--- src/rtl/alu_cc_writeback_stage_if.sv ---
// Handshake, result, condition-code and branch signals between the ALU, this stage and writeback.
// The slave modport is the stage's view; the master modport is the surrounding pipeline's view.
interface alu_cc_writeback_stage_if #(
    parameter int DATA_W = 32,
    parameter int RD_W   = 5
);
    logic              in_valid;
    logic              in_ready;
    logic [DATA_W-1:0] in_result;
    logic              in_z;
    logic              in_n;
    logic              in_c;
    logic              in_v;
    logic [5:0]        in_op;
    logic [RD_W-1:0]   in_rd;
    logic              in_we;
    logic              out_valid;
    logic              out_ready;
    logic [DATA_W-1:0] out_result;
    logic [RD_W-1:0]   out_rd;
    logic              out_we;
    logic [3:0]        icc;
    logic              cin_out;
    logic [3:0]        cond;
    logic              cond_eval;
    logic              branch_valid;
    logic              branch_taken;

    modport slave (
        input  in_valid, in_result, in_z, in_n, in_c, in_v, in_op, in_rd, in_we,
        output in_ready,
        output out_valid, out_result, out_rd, out_we,
        input  out_ready,
        output icc, cin_out,
        input  cond, cond_eval,
        output branch_valid, branch_taken
    );

    modport master (
        output in_valid, in_result, in_z, in_n, in_c, in_v, in_op, in_rd, in_we,
        input  in_ready,
        input  out_valid, out_result, out_rd, out_we,
        output out_ready,
        input  icc, cin_out,
        output cond, cond_eval,
        input  branch_valid, branch_taken
    );
endinterface

--- src/rtl/alu_cc_writeback_stage.sv ---
// ALU writeback stage: 2-entry skid buffer, icc register with ALU carry feedback, Bicc evaluation.
// Define ICC_BYPASS_EN to let branch evaluation and cin_out see the icc value written this cycle.
module alu_cc_writeback_stage #(
    parameter int DATA_W = 32,
    parameter int RD_W   = 5
) (
    input logic                    clk,
    input logic                    reset,
    alu_cc_writeback_stage_if.slave bus
);
    localparam int ENT_W = DATA_W + RD_W + 1;

    typedef enum logic [1:0] {
        EMPTY = 2'd0,
        ONE   = 2'd1,
        FULL  = 2'd2
    } buf_state_t;

    buf_state_t       state, state_next;
    logic             push, pop;
    logic             head_load, head_shift, tail_load;
    logic [ENT_W-1:0] in_entry, head_q, tail_q;
    logic [3:0]       icc_q, icc_next, icc_eval;
    logic             icc_wr;
    logic             taken_raw;
    logic             branch_valid_q, branch_taken_q;
    logic             unused_op;

    assign unused_op = ^bus.in_op[3:2];

    // Handshake flags come from the state register only, so there is no in-to-out combinational path.
    assign bus.in_ready  = (state != FULL);
    assign bus.out_valid = (state != EMPTY);
    assign push = bus.in_valid & bus.in_ready;
    assign pop  = bus.out_valid & bus.out_ready;
    assign in_entry = {bus.in_we, bus.in_rd, bus.in_result};

    always_ff @(posedge clk or posedge reset) begin
        if (reset) state <= EMPTY;
        else       state <= state_next;
    end

    always_comb begin
        state_next = state;
        head_load  = 1'b0;
        head_shift = 1'b0;
        tail_load  = 1'b0;
        case (state)
            EMPTY: begin
                if (push) begin
                    state_next = ONE;
                    head_load  = 1'b1;
                end
            end
            ONE: begin
                if (push && pop) begin
                    head_load = 1'b1;
                end else if (push) begin
                    state_next = FULL;
                    tail_load  = 1'b1;
                end else if (pop) begin
                    state_next = EMPTY;
                end
            end
            FULL: begin
                if (pop) begin
                    state_next = ONE;
                    head_shift = 1'b1;
                end
            end
            default: state_next = EMPTY;
        endcase
    end

    // Head is never cleared on pop so the outputs hold their last value while empty.
    always_ff @(posedge clk or posedge reset) begin
        if (reset) begin
            head_q <= '0;
            tail_q <= '0;
        end else begin
            if (head_load)       head_q <= in_entry;
            else if (head_shift) head_q <= tail_q;
            if (tail_load)       tail_q <= in_entry;
        end
    end

    assign {bus.out_we, bus.out_rd, bus.out_result} = head_q;

    assign icc_wr = push && (bus.in_op[5:4] == 2'b01);

    always_comb begin
        icc_next = icc_q;
        if (icc_wr) begin
            if (bus.in_op[1:0] == 2'b00) icc_next = {bus.in_n, bus.in_z, bus.in_v, bus.in_c};
            else                         icc_next = {bus.in_n, bus.in_z, 2'b00};
        end
    end

`ifdef ICC_BYPASS_EN
    assign icc_eval = icc_next;
`else
    assign icc_eval = icc_q;
`endif

    always_ff @(posedge clk or posedge reset) begin
        if (reset) icc_q <= 4'b0000;
        else       icc_q <= icc_next;
    end

    assign bus.icc     = icc_q;
    assign bus.cin_out = icc_eval[0];

    // icc layout is {N,Z,V,C}; cond[3] inverts the base condition selected by cond[2:0].
    always_comb begin
        taken_raw = 1'b0;
        case (bus.cond[2:0])
            3'b000: taken_raw = 1'b0;
            3'b001: taken_raw = icc_eval[2];
            3'b010: taken_raw = icc_eval[2] | (icc_eval[3] ^ icc_eval[1]);
            3'b011: taken_raw = icc_eval[3] ^ icc_eval[1];
            3'b100: taken_raw = icc_eval[0] | icc_eval[2];
            3'b101: taken_raw = icc_eval[0];
            3'b110: taken_raw = icc_eval[3];
            3'b111: taken_raw = icc_eval[1];
            default: taken_raw = 1'b0;
        endcase
    end

    always_ff @(posedge clk or posedge reset) begin
        if (reset) begin
            branch_valid_q <= 1'b0;
            branch_taken_q <= 1'b0;
        end else begin
            branch_valid_q <= bus.cond_eval;
            if (bus.cond_eval) branch_taken_q <= taken_raw ^ bus.cond[3];
        end
    end

    assign bus.branch_valid = branch_valid_q;
    assign bus.branch_taken = branch_taken_q;
endmodule
--- src/flat_wrapper.sv ---
// flat-port wrapper written by rule: the top's interface ports become plain ports
module alu_cc_writeback_stage_flat 
#(
    parameter int DATA_W = 32,
    parameter int RD_W   = 5
)
  (clk, reset, bus_in_valid, bus_in_result, bus_in_z, bus_in_n, bus_in_c, bus_in_v, bus_in_op, bus_in_rd, bus_in_we, bus_in_ready, bus_out_valid, bus_out_result, bus_out_rd, bus_out_we, bus_out_ready, bus_icc, bus_cin_out, bus_cond, bus_cond_eval, bus_branch_valid, bus_branch_taken);
  alu_cc_writeback_stage_if #(.DATA_W(DATA_W), .RD_W(RD_W)) bus_i ();
  input logic clk;
  input logic reset;
  input wire logic [$bits(bus_i.in_valid)-1:0] bus_in_valid;
  input wire logic [$bits(bus_i.in_result)-1:0] bus_in_result;
  input wire logic [$bits(bus_i.in_z)-1:0] bus_in_z;
  input wire logic [$bits(bus_i.in_n)-1:0] bus_in_n;
  input wire logic [$bits(bus_i.in_c)-1:0] bus_in_c;
  input wire logic [$bits(bus_i.in_v)-1:0] bus_in_v;
  input wire logic [$bits(bus_i.in_op)-1:0] bus_in_op;
  input wire logic [$bits(bus_i.in_rd)-1:0] bus_in_rd;
  input wire logic [$bits(bus_i.in_we)-1:0] bus_in_we;
  output wire logic [$bits(bus_i.in_ready)-1:0] bus_in_ready;
  output wire logic [$bits(bus_i.out_valid)-1:0] bus_out_valid;
  output wire logic [$bits(bus_i.out_result)-1:0] bus_out_result;
  output wire logic [$bits(bus_i.out_rd)-1:0] bus_out_rd;
  output wire logic [$bits(bus_i.out_we)-1:0] bus_out_we;
  input wire logic [$bits(bus_i.out_ready)-1:0] bus_out_ready;
  output wire logic [$bits(bus_i.icc)-1:0] bus_icc;
  output wire logic [$bits(bus_i.cin_out)-1:0] bus_cin_out;
  input wire logic [$bits(bus_i.cond)-1:0] bus_cond;
  input wire logic [$bits(bus_i.cond_eval)-1:0] bus_cond_eval;
  output wire logic [$bits(bus_i.branch_valid)-1:0] bus_branch_valid;
  output wire logic [$bits(bus_i.branch_taken)-1:0] bus_branch_taken;
  assign bus_i.in_valid = bus_in_valid;
  assign bus_i.in_result = bus_in_result;
  assign bus_i.in_z = bus_in_z;
  assign bus_i.in_n = bus_in_n;
  assign bus_i.in_c = bus_in_c;
  assign bus_i.in_v = bus_in_v;
  assign bus_i.in_op = bus_in_op;
  assign bus_i.in_rd = bus_in_rd;
  assign bus_i.in_we = bus_in_we;
  assign bus_in_ready = bus_i.in_ready;
  assign bus_out_valid = bus_i.out_valid;
  assign bus_out_result = bus_i.out_result;
  assign bus_out_rd = bus_i.out_rd;
  assign bus_out_we = bus_i.out_we;
  assign bus_i.out_ready = bus_out_ready;
  assign bus_icc = bus_i.icc;
  assign bus_cin_out = bus_i.cin_out;
  assign bus_i.cond = bus_cond;
  assign bus_i.cond_eval = bus_cond_eval;
  assign bus_branch_valid = bus_i.branch_valid;
  assign bus_branch_taken = bus_i.branch_taken;
  alu_cc_writeback_stage #(.DATA_W(DATA_W), .RD_W(RD_W)) u_core (.clk(clk), .reset(reset), .bus(bus_i));
endmodule
--- config.mk ---
export PLATFORM = sky130hd
export DESIGN_NAME = alu_cc_writeback_stage_flat
export DESIGN_NICKNAME = d
export VERILOG_FILES = /design/src/rtl/alu_cc_writeback_stage_if.sv /design/src/rtl/alu_cc_writeback_stage.sv /design/src/flat_wrapper.sv
export SDC_FILE = /design/constraint.sdc
export NUM_CORES = 1
export LEC_CHECK = 0
export CAP_MARGIN = 20
export CELL_PAD_IN_SITES_DETAIL_PLACEMENT = 1
export CELL_PAD_IN_SITES_GLOBAL_PLACEMENT = 2
export CORE_MARGIN = 2
export CORE_UTILIZATION = 30
export CTS_CLUSTER_SIZE = 14
export DETAILED_ROUTE_END_ITERATION = 8
export PLACE_DENSITY_LB_ADDON = 0.1
export SETUP_SLACK_MARGIN = 0.15
export SLEW_MARGIN = 30
export SYNTH_ARGS = -nofsm -noshare
export SYNTH_HDL_FRONTEND = slang
export SYNTH_SLANG_ARGS = --single-unit
--- constraint.sdc ---
create_clock -name clk -period 3.4 [get_ports clk]
set_clock_uncertainty 0.1 [all_clocks]
set_input_delay 0.51 -clock clk [delete_from_list [all_inputs] [get_ports clk]]
set_output_delay 0.51 -clock clk [all_outputs]
set_load 0.01 [all_outputs]
==> results.sh, run 1 <==
export IMPL_status="finished clean"
export IMPL_cts_repair_resized=0
export IMPL_netlist_area_leader_share_pct=57.8
export IMPL_dr_pass1_iters=4
export IMPL_ys_seq_area_share_pct=57.8
export IMPL_grt_pass1_vias=2736
export IMPL_fin_crit_ns=2.24
export IMPL_slowest_delay_ns=0.58
export IMPL_peakVddDrop_uv=254
export IMPL_yosysTopAreaCell="dfrtp_1"
export IMPL_rsz0062_at_grt="no"
export IMPL_die_h_um=114
export IMPL_grt_overflow=0
export IMPL_cts_setup_buffers=0
export IMPL_fin_crit_sh_pct=65.9
export IMPL_clk_pin_slew_worst_paths_ns=0.06
export IMPL_cts_tree="done"
export IMPL_relSlewSlack_pct=49.3
export IMPL_antenna_found_initial=0
export IMPL_cts_buffers_inserted=9
export IMPL_max_freq_mhz=447
export IMPL_drive_above_1_share_pct=11.8
export IMPL_rows=40
export IMPL_r2r_slack_ns=1.42
export IMPL_crit_required_ns=3.56
export IMPL_ioPinCount=104
export IMPL_start_util_pct=30.5
export IMPL_worst_pin_slew_ns=0.760
export IMPL_place_hpwl_um=5620
export IMPL_port_buffers=101
export IMPL_wl_per_cell_um=15.2
export IMPL_clk_path_buf_depth=2
export IMPL_synth_edf_count=0
export IMPL_crit_arrival_ns=2.40
export IMPL_cts_hold_buf=0
export IMPL_powerDensity_mw_per_mm2=760
export IMPL_setup_viol=0
export IMPL_clock_sinks=84
export IMPL_via_count=2595
export IMPL_path_class="primary input to flop"
export IMPL_drt_iter0_drc=60
export IMPL_ys_warn_count=0
export IMPL_gp_congestion=0.732
export IMPL_syn_nets=358
export IMPL_ant_nets=0
export IMPL_finalSetupTns_ns=0
export IMPL_max_cap_violations=0
export IMPL_end_kind="flop"
export IMPL_critical_path_top_delay_family="buffers and inverters"
export IMPL_worstSetupStartpointType="primary input"
export IMPL_grt_max_degree=46
export IMPL_grt_usage_pct=14.0
export IMPL_p_leak_nw=2.15
export IMPL_synth_top_cells_by_area="dfrtp_1 (58%), mux2i_1 (11%), mux2_1 (6.2%)"
export IMPL_die_x_um=114
export IMPL_finalNetCount=461
export IMPL_vias_per_cell=4.68
export IMPL_clockRootBuffer="clkbuf_16"
export IMPL_worstPathCellList="clkdlybuf4s50_1, nand2b_4, o21ai_4, buf_16, buf_4, nor2_1, a21oi_1"
export IMPL_coreArea_mm2=0.0119
export IMPL_drc_errors=0
export IMPL_synth_seq_cells=84
export IMPL_synthMostInstantiatedCell="dfrtp_1"
export IMPL_ys_flop_type="dfrtp_1"
export IMPL_min_path_type="flop to flop"
export IMPL_async_flop_share_pct=100
export IMPL_cp_depth=7
export IMPL_syn_area_per_cell_um2=12.1
export IMPL_worst_path_buf_inv=3
export IMPL_rr_worst_depth=6
export IMPL_die_area_mm2=0.0130
export IMPL_diodes=0
export IMPL_routed_wl_um=8420
export IMPL_hold_path_cell_count=1
export IMPL_crit_path_top_delay_cell="clkdlybuf4s50_1"
export IMPL_htreeDepth=3
export IMPL_synth_commonest_cells="dfrtp_1 (84), nor2_1 (41), mux2i_1 (40)"
export IMPL_grt_pass1_wl_um=13900
export IMPL_clk_latency_ns=0.33
export IMPL_slew_viol_final=0
export IMPL_critPathMaxFanout=20
export IMPL_syn_to_final_growth_pct=41.2
export IMPL_synth_area_mm2=0.00363
export IMPL_synthCells=301
export IMPL_synth_distinct_cells=25
export IMPL_fin_hold_ws_ns=0.384
export IMPL_finalHoldViolCount=0
power by group:
part           switching [mW]  internal [mW]
Sequential              0.208           1.40
Clock                   0.373          0.626
Combinational           0.534          0.755
per-stage QoR:
stage	total power, mW	area (um2)	util [%]	instances	setup WS, ns
floorplan	2.27	3630	-	301	0.625
global placement	2.88	4800	40.3	539	0.657
detailed placement	2.93	4800	40.3	539	0.564
CTS	3.96	5100	42.9	554	0.907
global route	4.18	5130	43.1	555	1.03
finish	3.90	5130	43.1	555	1.16
per-layer routing:
metal | global-route usage (%) | up-vias | routed length [um]
met1 | 18.3 | 1274 | 3900
met2 | 21.3 | 64 | 3900
met3 | 3.76 | 12 | 436
met4 | 6.99 | 0 | 191
li1 | - | 1245 | -
met5 | 0 | - | 0
path summary, 6_finish.rpt:
path,startpoint,endpoint
setup / recovery,bus_in_valid,u_core.head_q[11]$_DFFE_PP0P_
hold / removal,u_core.tail_q[29]$_DFFE_PP0P_,u_core.tail_q[29]$_DFFE_PP0P_
setup reg to reg,u_core.state[1]$_DFFE_PP0P_,u_core.head_q[11]$_DFFE_PP0P_
hold reg to reg,u_core.tail_q[29]$_DFFE_PP0P_,u_core.tail_q[29]$_DFFE_PP0P_
max in group asynchronous,reset,u_core.tail_q[34]$_DFFE_PP0P_
min in group asynchronous,reset,u_core.head_q[22]$_DFFE_PP0P_
flip-flops by register name, indices dropped and copies added, names as in the netlist:
signal                   flops
u_core.head_q               38
u_core.tail_q               38
u_core.bus.branch_taken      1
u_core.state                 2
u_core.bus.branch_valid      1
u_core.bus.icc               4
placed cells by master (no fill, tap or decap), drive strengths merged:
master,count
a21o,1
clkbuf,14
nand3,5
clkdlybuf4s50,101
o21ai,9
inv,4
o2111ai,1
nor2b,5
or2,2
o22ai,2
nand2,9
nand2b,3
dfrtp,84
a21oi,38
mux2i,40
clkinv,1
mux2,39
bufinv,1
buf,8
nor2,41
cells by family (layout without fill, tap and decap cells):
group | count (synthesis) | in the layout | synth area share, %
AO/OA/AOI/OAI | 51 | 51 | 7.68
AND/OR/NAND/NOR | 65 | 65 | 7.85
multiplexers | 79 | 79 | 23.1
flip-flops | 84 | 84 | 57.8
buffers and inverters | 22 | 129 | 3.55
layout make-up:
| type | instances | area (um2) |
|---|---|---|
| flip-flops and latches | 84 | 2100 |
| fillers | 1282 | 6780 |
| inverters | 5 | 20.0 |
| well taps | 147 | 184 |
| clock inverters | 1 | 30.0 |
| repair buffers | 109 | 1100 |
| clock buffers | 14 | 274 |
| multi-input cells | 195 | 1420 |
Power figures use the tool's default switching activity.
==> inputs of run 2 (changes only) <==
==> constraint.sdc (replaced) <==
create_clock -name clk -period 2.16 [get_ports clk]
set_clock_uncertainty 0.1 [all_clocks]
set_input_delay 0.324 -clock clk [delete_from_list [all_inputs] [get_ports clk]]
set_output_delay 0.324 -clock clk [all_outputs]
set_load 0.01 [all_outputs]
==> run 2 against run 1 <==
  * Sequential power up 57%
  * Clock-buffer cell count down 3
  * Sequential cell count unchanged
  * Non-clock buffer count up 2
  * Critical path depth down 5
  * Critical path type is now flop to primary output
  * Critical endpoint is now bus_in_ready
  * Largest power group unchanged
  * Highest routed layer unchanged
==> results.sh, run 2 (synthesized netlist as in run 1, its figures left out) <==
export IMPL_grt_pass1_wl_um=13800
export IMPL_pwr_share_seq_pct=40.7
export IMPL_drc_errors=0
export IMPL_crit_path_top_delay_cell="clkdlybuf4s50_1"
export IMPL_max_cap_violations=0
export IMPL_r2r_slack_ns=0.57
export IMPL_diodes=0
export IMPL_layout_commonest_cell="clkdlybuf4s50_1"
export IMPL_worst_path_buf_inv=1
export IMPL_rr_worst_depth=4
export IMPL_top_usage_layer="met2"
export IMPL_relSlewSlack_pct=79.4
export IMPL_crit_required_ns=1.74
export IMPL_combinationalPowerShare_pct=33.0
export IMPL_clk_latency_ns=0.33
export IMPL_end_kind="primary output"
export IMPL_ioPinCount=104
export IMPL_slowest_delay_ns=0.50
export IMPL_setup_viol=0
export IMPL_cts_hold_buf=0
export IMPL_worstPathCellList="nand2b_2, clkdlybuf4s50_1"
export IMPL_gp_congestion=0.726
export IMPL_clockRootBuffer="clkbuf_16"
export IMPL_ant_nets=0
export IMPL_die_h_um=114
export IMPL_die_area_mm2=0.0130
export IMPL_fin_crit_ns=1.92
export IMPL_grt_max_degree=55
export IMPL_path_class="flop to primary output"
export IMPL_coreArea_mm2=0.0119
export IMPL_peakVddDrop_uv=572
export IMPL_powerDensity_mw_per_mm2=1190
export IMPL_met2_usage_pct=21.7
export IMPL_worstSetupStartpointType="flop"
export IMPL_wl_per_cell_um=14.9
export IMPL_rsz0062_at_grt="no"
export IMPL_cts_setup_buffers=0
export IMPL_crit_arrival_ns=1.49
export IMPL_clock_sinks=84
export IMPL_clk_path_buf_depth=2
export IMPL_drive_above_1_share_pct=12.7
export IMPL_syn_to_final_growth_pct=43.9
export IMPL_finish_utilization_pct=43.9
export IMPL_worst_pin_slew_ns=0.309
export IMPL_gr_usage_met3_pct=5.40
export IMPL_start_util_pct=30.5
export IMPL_routed_wl_um=8310
export IMPL_vias_per_cell=4.66
export IMPL_htreeDepth=3
export IMPL_max_freq_mhz=522
export IMPL_via_count=2597
export IMPL_p_switching_mw=1.77
export IMPL_cts_tree="done"
export IMPL_slew_viol_final=0
export IMPL_status="finished clean"
export IMPL_regToRegEndpoint="u_core.tail_q[21]$_DFFE_PP0P_"
export IMPL_antenna_found_initial=0
export IMPL_fin_ws_ns=0.243
export IMPL_design_area_mm2=0.00523
export IMPL_port_buffers=101
export IMPL_layout_common_cells="clkdlybuf4s50_1 (100), dfrtp_1 (83), nor2_1 (40), mux2i_1 (40), a21oi_1 (37)"
export IMPL_finalSetupTns_ns=0
export IMPL_p_sw_share_pct=28.4
export IMPL_placed_area_mm2=0.00491
export IMPL_finalHoldViolCount=0
export IMPL_cellInternalPower_mw=4.46
export IMPL_met1_usage_pct=17.4
export IMPL_grt_pass1_vias=2778
export IMPL_timing_rr_start="u_core.state[1]$_DFFE_PP0P_"
export IMPL_critical_path_top_delay_family="buffers and inverters"
export IMPL_cts_buffers_inserted=9
export IMPL_p_leak_nw=2.18
export IMPL_min_path_type="primary input to asynchronous set/reset pin"
export IMPL_fin_crit_sh_pct=88.7
export IMPL_grt_overflow=0
export IMPL_place_hpwl_um=5610
export IMPL_dr_pass1_iters=4
export IMPL_clockPowerShare_pct=26.3
export IMPL_rows=40
export IMPL_finalNetCount=463
export IMPL_critPathMaxFanout=5
export IMPL_drt_iter0_drc=113
export IMPL_dpl_worst_slack_ns=0.0752
export IMPL_clk_pin_slew_worst_paths_ns=0.06
export IMPL_die_x_um=114
export IMPL_cts_repair_resized=2
export IMPL_grt_usage_pct=13.9
run 2: layout make-up:
cell class / instances / area [um2]
Clock buffer: 11 / 243
Clock inverter: 4 / 73.8
Fill cell: 1264 / 6680
Inverter: 5 / 22.5
Multi-Input combinational cell: 195 / 1420
Sequential cell: 84 / 2100
Tap cell: 147 / 184
Timing Repair Buffer: 111 / 1180
run 2: how the worst max path moves through the flow:
stage | depth (start not counted) | endpoint | slack (ns) | start
4_1_cts | 2 | bus_in_ready | 0.22 | u_core.state[0]$_DFFE_PP0P_
2_1_floorplan | 5 | u_core.tail_q[0]$_DFFE_PP0P_ | 0.61 | u_core.state[1]$_DFFE_PP0P_
6_report | 2 | bus_in_ready | 0.24 | u_core.state[0]$_DFFE_PP0P_
3_3_place_gp | 6 | u_core.tail_q[18]$_DFFE_PP0P_ | 0.11 | bus_out_ready
5_1_grt | 2 | bus_in_ready | 0.19 | u_core.state[0]$_DFFE_PP0P_
3_5_place_dp | 6 | u_core.tail_q[21]$_DFFE_PP0P_ | 0.08 | bus_out_ready
run 2: power by group through the flow:
stage | combinational [mW] | clock (mW) | sequential [mW]
2_1_floorplan | 0.899 | 0 | 2.67
3_3_place_gp | 2.06 | 0 | 2.55
3_5_place_dp | 2.10 | 0 | 2.57
4_1_cts | 2.11 | 1.71 | 2.55
5_1_grt | 2.28 | 1.78 | 2.62
6_report | 2.05 | 1.64 | 2.53
run 2: through the flow:
step,cells,power (mW),hold WS (ns)
finish,557,6.23,0.311
global route,557,6.68,0.331
CTS,557,6.36,0.314
detailed placement,542,4.67,0.375
global placement,542,4.60,0.366
floorplan,301,3.57,0.255
run 2: worst reg2reg max path: cells and delay by family (launching register included):
family	cells	cell delay [ns]
DFF	1	0.42
muxes	1	0.36
buffers and inverters	1	0.20
and+or+nand+nor	2	0.39
run 2: routing by layer:
layer	part of all wire (%)	vias up
li1	-	1240
met1	45	1285
met2	47	64
met3	7.2	8
met4	1.2	0
met5	0	-
